[src/rtl/i2c_cmd_arbiter_pkg.sv]
// package_i2c
// Shared types for the I2C command path.
//   t_i2c_cmd       : command word handed from a requester to the I2C master
//   t_i2c_arb_state : arbiter state (IDLE -> ISSUE -> WAIT -> IDLE)
//   next_index      : modulo-increment of a requester index
package package_i2c;

  typedef struct packed {
    logic [6:0] dev_addr;
    logic       rd;
    logic [7:0] reg_addr;
  } t_i2c_cmd;

  typedef enum logic [1:0] {
    ARB_IDLE  = 2'd0,
    ARB_ISSUE = 2'd1,
    ARB_WAIT  = 2'd2
  } t_i2c_arb_state;

  // Next requester after idx, wrapping at num requesters.
  function automatic logic [1:0] next_index(input logic [1:0] idx, input int num);
    return (int'(idx) == num - 1) ? 2'd0 : idx + 2'd1;
  endfunction

endpackage

[src/rtl/i2c_cmd_arbiter_picker.sv]
// rr_priority_picker
// Combinational round-robin search: starting at ptr and moving upward
// modulo p_num_req, the first asserted request wins.
//   req   : request vector
//   ptr   : requester with highest priority this cycle
//   grant : one-hot winner (all zero when nobody requests)
//   index : binary index of the winner
//   any   : at least one request is present
module rr_priority_picker
  import package_i2c::*;
#(
  parameter int p_num_req = 2
) (
  input  logic [p_num_req-1:0] req,
  input  logic [1:0]           ptr,
  output logic [p_num_req-1:0] grant,
  output logic [1:0]           index,
  output logic                 any
);

  logic found;

  // Outer loop walks priority order (ptr, ptr+1, ...), inner loop maps that
  // position onto a constant bit index so no variable bit-select is needed.
  always_comb begin
    grant = '0;
    index = '0;
    found = 1'b0;
    for (int k = 0; k < p_num_req; k++) begin
      for (int i = 0; i < p_num_req; i++) begin
        if (!found && req[i] && (i == (int'(ptr) + k) % p_num_req)) begin
          grant[i] = 1'b1;
          index    = 2'(i);
          found    = 1'b1;
        end
      end
    end
  end

  assign any = |req;

endmodule

[src/rtl/i2c_cmd_arbiter.sv]
// i2c_cmd_arbiter
// Shares one I2C master between p_num_req requesters with round-robin
// fairness. A granted command is latched and presented to the master; the
// arbiter then waits for the master to finish (or time out) and reports
// completion to the requester that owned the transaction.
//   i_clk, i_rst       : clock, synchronous active-high reset
//   i_req_valid/cmd/wr_data : per-requester command requests
//   o_req_ready        : accept strobe to the granted requester
//   o_req_done/err     : completion / timeout strobes to the owner
//   o_rd_valid/o_rd_data : read bytes routed to the owner
//   o_cmd_valid/o_cmd_data/o_wr_data, i_cmd_ready : master command handshake
//   i_rd_valid/i_rd_data : read bytes from the master
module i2c_cmd_arbiter
  import package_i2c::*;
#(
  parameter int p_num_req = 2,
  parameter int p_timeout = 2**20 - 1
) (
  input  logic                         i_clk,
  input  logic                         i_rst,
  input  logic [p_num_req-1:0]         i_req_valid,
  input  t_i2c_cmd [p_num_req-1:0]     i_req_cmd,
  input  logic [p_num_req-1:0][7:0]    i_req_wr_data,
  output logic [p_num_req-1:0]         o_req_ready,
  output logic [p_num_req-1:0]         o_req_done,
  output logic [p_num_req-1:0]         o_req_err,
  output logic [p_num_req-1:0]         o_rd_valid,
  output logic [7:0]                   o_rd_data,
  output logic                         o_cmd_valid,
  output t_i2c_cmd                     o_cmd_data,
  output logic [7:0]                   o_wr_data,
  input  logic                         i_cmd_ready,
  input  logic                         i_rd_valid,
  input  logic [7:0]                   i_rd_data
);

  // The timer holds the number of WAIT cycles already elapsed, so the
  // p_timeout-th WAIT cycle is the one where it equals p_timeout-1.
  localparam int c_timer_w = (p_timeout < 2) ? 1 : $clog2(p_timeout);
  localparam logic [c_timer_w-1:0] c_timer_last = c_timer_w'(p_timeout - 1);

  typedef struct packed {
    t_i2c_arb_state         state;
    logic [1:0]             ptr;
    logic [1:0]             owner;
    logic [c_timer_w-1:0]   timer;
    logic                   guard;
    t_i2c_cmd               cmd;
    logic [7:0]             wr_data;
  } t_arb_regs;

  // ARB_IDLE is encoded as zero, so all-zero is the reset image.
  localparam t_arb_regs c_reset = '0;

  t_arb_regs cur, nxt;

  logic [p_num_req-1:0] grant;
  logic [1:0]           grant_index;
  logic                 any_req;
  logic [p_num_req-1:0] owner_hot;
  t_i2c_cmd             sel_cmd;
  logic [7:0]           sel_wr;
  logic [p_num_req-1:0] ready_raw, done_raw, err_raw, rdv_raw;
  logic                 cmd_valid_raw;

  rr_priority_picker #(.p_num_req(p_num_req)) u_picker (
    .req   (i_req_valid),
    .ptr   (cur.ptr),
    .grant (grant),
    .index (grant_index),
    .any   (any_req)
  );

  // One-hot form of the current owner, used to steer done/err/read strobes.
  always_comb begin
    owner_hot = '0;
    for (int i = 0; i < p_num_req; i++) begin
      owner_hot[i] = (cur.owner == 2'(i));
    end
  end

  // Select the winner's command and write byte from the one-hot grant.
  always_comb begin
    sel_cmd = '0;
    sel_wr  = '0;
    for (int i = 0; i < p_num_req; i++) begin
      if (grant[i]) begin
        sel_cmd = i_req_cmd[i];
        sel_wr  = i_req_wr_data[i];
      end
    end
  end

  // Next-state and strobe logic. In WAIT a ready from the master beats a
  // simultaneous timeout; the guard masks the master's ready during the
  // first WAIT cycle because it only drops ready one cycle after accepting.
  always_comb begin
    nxt           = cur;
    ready_raw     = '0;
    done_raw      = '0;
    err_raw       = '0;
    rdv_raw       = '0;
    cmd_valid_raw = 1'b0;
    case (cur.state)
      ARB_IDLE: begin
        if (i_cmd_ready && any_req) begin
          ready_raw   = grant;
          nxt.state   = ARB_ISSUE;
          nxt.owner   = grant_index;
          nxt.cmd     = sel_cmd;
          nxt.wr_data = sel_wr;
        end
      end
      ARB_ISSUE: begin
        cmd_valid_raw = 1'b1;
        if (i_cmd_ready) begin
          nxt.state = ARB_WAIT;
          nxt.timer = '0;
          nxt.guard = 1'b1;
        end
      end
      ARB_WAIT: begin
        rdv_raw   = owner_hot & {p_num_req{i_rd_valid}};
        nxt.guard = 1'b0;
        nxt.timer = cur.timer + c_timer_w'(1);
        if (!cur.guard && i_cmd_ready) begin
          done_raw  = owner_hot;
          nxt.ptr   = next_index(cur.owner, p_num_req);
          nxt.state = ARB_IDLE;
        end else if (cur.timer == c_timer_last) begin
          done_raw  = owner_hot;
          err_raw   = owner_hot;
          nxt.ptr   = next_index(cur.owner, p_num_req);
          nxt.state = ARB_IDLE;
        end
      end
      default: begin
        nxt = c_reset;
      end
    endcase
  end

  always_ff @(posedge i_clk) begin
    if (i_rst) begin
      cur <= c_reset;
    end else begin
      cur <= nxt;
    end
  end

  // Strobes are masked while reset is asserted so an abandoned transaction
  // never reports done or err.
  assign o_req_ready = ready_raw & {p_num_req{~i_rst}};
  assign o_req_done  = done_raw  & {p_num_req{~i_rst}};
  assign o_req_err   = err_raw   & {p_num_req{~i_rst}};
  assign o_rd_valid  = rdv_raw   & {p_num_req{~i_rst}};
  assign o_cmd_valid = cmd_valid_raw & ~i_rst;
  assign o_cmd_data  = cur.cmd;
  assign o_wr_data   = cur.wr_data;
  assign o_rd_data   = i_rd_data;

endmodule

[config.mk]
export PLATFORM = sky130hd
export DESIGN_NAME = i2c_cmd_arbiter
export DESIGN_NICKNAME = d
export VERILOG_FILES = /design/src/rtl/i2c_cmd_arbiter_pkg.sv /design/src/rtl/i2c_cmd_arbiter_picker.sv /design/src/rtl/i2c_cmd_arbiter.sv
export SDC_FILE = /design/constraint.sdc
export NUM_CORES = 1
export LEC_CHECK = 0
export CAP_MARGIN = 30
export CORE_ASPECT_RATIO = 0.8
export CORE_MARGIN = 1.5
export CORE_UTILIZATION = 43
export DETAILED_ROUTE_END_ITERATION = 6
export GPL_TIMING_DRIVEN = 1
export PLACE_DENSITY_LB_ADDON = 0.12
export SLEW_MARGIN = 20
export SYNTH_ARGS = -nofsm -noshare
export SYNTH_HDL_FRONTEND = slang
export SYNTH_SLANG_ARGS = --single-unit
export TNS_END_PERCENT = 100
[constraint.sdc]
create_clock -name i_clk -period 2 [get_ports i_clk]
set_input_delay 0.2 -clock i_clk [delete_from_list [all_inputs] [get_ports i_clk]]
set_output_delay 0.2 -clock i_clk [all_outputs]
set_load 0.01 [all_outputs]
==> summary.txt <==
Routing
  – DRC errors left: 1
  – ANT nets after route: 0
  – Routed via count: 2,319
  – Via-to-Cell Ratio: between 5 and 6
  – Final routed wirelength across all metal layers: 6480 µm
  – First-pass iteration count of the detailed router: 7
  – Routed WL per cell: 14.4 µm
  – Number of design-rule violations left by the first detailed-router iteration: about 180

Timing
  – Post-route clock period utilization: 94.7%
  – Crit path time final: roughly 1.9 ns
  – Setup Skew: around 0.0064 ns
  – Hold Worst Slack: ~0.40 ns
  – Slew at the pin closest to its max-slew limit: ~0.43 ns
  – Final-report hold violation count: 0
  – Setup-violating endpoint count in the final report: 0
  – Fmax: around 530 MHz
  – Headroom to the max-slew limit: 71.4%
  – Max-slew violation total from the final report: 0
  – Setup repair after global routing missed its margin: yes

Floorplanning
  – Die width: between 80 and 90 µm
  – Number of core rows: 24
  – Placeable core region: 5560 µm²
  – Vertical die dimension: between 70 and 80 µm
  – I/O pin count: approximately 100
  – Total die area: 6330 µm²
  – Starting utilization of the core area: around 45%

Setup path
  – Worst path slowest cell: sky130_fd_sc_hd__dfxtp_2
  – Startpoint-to-endpoint class of the critical path: register to primary output
  – Nature of the critical path startpoint: register
  – Crit. End Element: primary output
  – Required @ worst endpoint: approximately 1.8 ns
  – WP data arrival: 1.69 ns
  – Reg-to-reg critical path endpoint: cur[50]$_SDFFE_PP0P_
  – Register-to-Register Path Depth: 8
  – Reg-to-Reg Start: cur[25]$_SDFFE_PP0P_
  – CP cell instances: inv_2, ha_4, nand4_1, nor4_4, nand3_2, nor4_1, buf_2
  – Longest individual stage delay on the worst path: roughly 0.34 ns
  – Biggest fanout along the worst timing path: 2
  – Reg2reg setup slack: 0.15 ns

GRT
  – First-pass GRT wire length: 10,500 µm
  – Antenna violations before repair: 0
  – Total GRT Usage: 21.4%
  – Remaining global-route overflow: 0
  – Via count of the first global-routing pass: 2,269
  – Maximum number of pins on one net before global-route repair: 21

Cells and area
  – Combined area of the multi-input logic cells: between 1000 and 1500 µm²
  – Final Net Count: between 400 and 500
  – Seq. cell area: roughly 980 µm²
  – Share of layout cells above drive strength 1: approximately a fifth
  – Finished Layout Cells: approximately 450
  – P&R area growth vs syn: 44.7%
  – FILL cells: about 470
  – Utilization after layout: between 60% and 70%
  – Count of inserted antenna diode cells: 0

Run
  – Max-capacitance violation count: 0

Logic synthesis
  – Top post-synthesis cells by area: sky130_fd_sc_hd__dfxtp_1 (39%), sky130_fd_sc_hd__buf_4 (9.5%), sky130_fd_sc_hd__a222oi_1 (7.9%)
  – Post-synthesis net count: between 300 and 400
  – Cell area after synthesis: around 2500 µm²
  – Flip-flop and latch count after synthesis: approximately 50
  – Yosys Warn Count: 0
  – Number of cells produced by synthesis: 289
  – Top cell type's share of synthesized area: approximately two fifths
  – Syn_area_per_cell: a little under 9 µm²
  – Cell variety after synth: 38
  – Fraction of the yosys area taken by sequential cells: between 30% and 40%
  – Library cell occupying the most area in the post-synthesis netlist: sky130_fd_sc_hd__dfxtp_1

Power and ir drop
  – Share of power burned in registers: approximately a third
  – Total net switching power: ~0.0011 W
  – Combinational power share: a little over two fifths
  – Power density over the cells: a little over 900 nW/µm²
  – Internal Dissipation: approximately 0.0023 W
  – Share of power burned in the clock network: approximately 22%
  – Total leakage power: 1.42 nW
  – Highest ir drop seen on vdd: a little under 0.0004 V
  – Switching Share: around a third

Clocking
  – Htree depth: 2
  – Maximum count of clock buffers along a single path: 2
  – Clock tree from TritonCTS: yes
  – Hold-fix buffers, CTS: 0
  – Clock slew at reported path FFs: 0.09 ns
  – Number of buffers added by the clock tree synthesis step: 5
  – Total clock sinks: about 50
  – Clk_lat worst skew: approximately 0.30 ns
  – Master cell of the clock root buffer: sky130_fd_sc_hd__clkbuf_8

Place
  – Post-DP HPWL: between 4000 and 5000 µm
  – Placed Cells: around 440
  – I/O Buffers: 86
  – Final weighted congestion of routability-driven global placement: a little over 0.8

Worst hold path
  – Worst hold start: i_rd_data[6]
  – Worst hold endpoint: o_rd_data[6]
  – Tightest Hold Check Type: primary input to primary output
  – Cell depth of the worst min-delay path: 0

Run status
  – Violations in the final reports: design-rule violations
  – Status: finished, violations left
[kinds of logic after synthesis]
| family | after synthesis | synth area share [%] |
|---|---|---|
| compound gates | 49 | 15.8 |
| buf+inv | 54 | 13.1 |
| fa+ha+maj | 5 | 2.48 |
| mux | 3 | 1.44 |
| flops | 49 | 38.9 |
| xor+xnor | 14 | 4.86 |
| simple gates | 115 | 23.4 |
[synthesized netlist by cell type, drive strengths merged]
| cell type | instances |
|---|---|
| dfxtp | 49 |
| nor2 | 46 |
| buf | 39 |
| a222oi | 20 |
| nand2 | 16 |
| nor3 | 13 |
| a21oi | 12 |
| nand3 | 12 |
| xor2 | 11 |
| nand4 | 9 |
| inv | 8 |
| clkbuf | 7 |
| ha | 5 |
| a22o | 4 |
| and3 | 4 |
| nand2b | 4 |
| nor4 | 4 |
| o21ai | 4 |
| a31oi | 3 |
| nor2b | 3 |
| or3 | 3 |
| xnor2 | 3 |
| a21o | 2 |
| mux2 | 2 |
| a211oi | 1 |
| a21boi | 1 |
| a22oi | 1 |
| mux2i | 1 |
| o31ai | 1 |
| or2 | 1 |
[flip-flops by register name, summed over array words and instances (netlist names)]
name        flops
o_cmd_data     16
o_wr_data       8
cur            25
[critical path: cells and delay by family, from the launching register on]
kind          cells  cell delay, ns
fa+ha+maj         1            0.12
buf+inv           2            0.25
flops             1            0.34
simple gates      4            0.69
[placed cells by master, fill, tap and decap left out, drive strengths merged, types with 2 or more instances in the layout]
master,Yosys,routed
nand2,16,16
ha,5,5
a21oi,12,12
clkdlybuf4s50,0,78
clkbuf,7,6
dlymetal6s2s,0,2
xnor2,3,3
buf,39,38
or3,3,3
o21ai,4,4
dfxtp,49,49
xor2,11,11
nor3,13,13
a22o,4,4
mux2,2,2
nor4,4,4
a222oi,20,20
nor2,46,46
dlygate4sd2,0,2
and3,4,4
a31oi,3,3
a21o,2,2
inv,8,8
nand3,12,12
nor2b,3,3
nand4,9,9
nand2b,4,4
[per-stage QoR]
step	power [W]	cell area, µm²	worst slack, ns	TNS [ns]
finish	0.00340	3650	0.106	0
global route	0.00358	3650	-0.0357	-0.0468
CTS	0.00338	3610	-0.0466	-0.143
detailed placement	0.00256	3450	-0.0284	-0.0284
global placement	0.00253	3450	-0.00873	-0.00873
floorplan	0.00205	2520	0.282	0
[final cells by class]
cell class | count | area share [%]
Timing Repair Buffer | 120 | 30.8
Multi-Input combinational cell | 186 | 35.5
Clock inverter | 2 | 1.03
Sequential cell | 49 | 27.0
Inverter | 8 | 0.823
Tap cell | 78 | 2.67
Clock buffer | 6 | 2.26
[worst max-delay path by stage]
| stage | from | to | slack [ns] |
|---|---|---|---|
| floorplan | cur[50]$_SDFFE_PP0P_ | cur[44]$_SDFFE_PP0P_ | 0.28 |
| global placement | cur[25]$_SDFFE_PP0P_ | o_req_err[1] | -0.009 |
| finish | cur[25]$_SDFFE_PP0P_ | o_req_err[0] | 0.11 |
| CTS | cur[25]$_SDFFE_PP0P_ | o_req_done[0] | -0.05 |
| detailed placement | cur[25]$_SDFFE_PP0P_ | o_req_err[1] | -0.03 |
| global route | cur[25]$_SDFFE_PP0P_ | o_req_err[0] | -0.04 |
[repair_timing]
item,4_1_cts,5_1_grt
setup buffers,3,0
pin swaps,8,4
resized for setup,29,10
setup endpoints to repair,9,13
[power by group through the flow]
stage | logic, W | registers (W) | clock network (W)
final | 0.00147 | 0.00119 | 0.000741
after floorplan | 0.000865 | 0.00118 | 0
after CTS | 0.00144 | 0.00118 | 0.000763
after global placement | 0.00135 | 0.00119 | 0
after detailed placement | 0.00136 | 0.00119 | 0
after global routing | 0.00158 | 0.00120 | 0.000793
[per-layer routing]
metal	GRT usage (%)	part of all wire [%]	vias up	routed length, µm
li1	-	-	1162	-
met1	30.3	48	1083	3120
met2	32.2	44	69	2860
met3	5.53	6.7	5	435
met4	6.08	0.96	0	62
met5	0	0	-	0
Power figures use the tool's default switching activity.
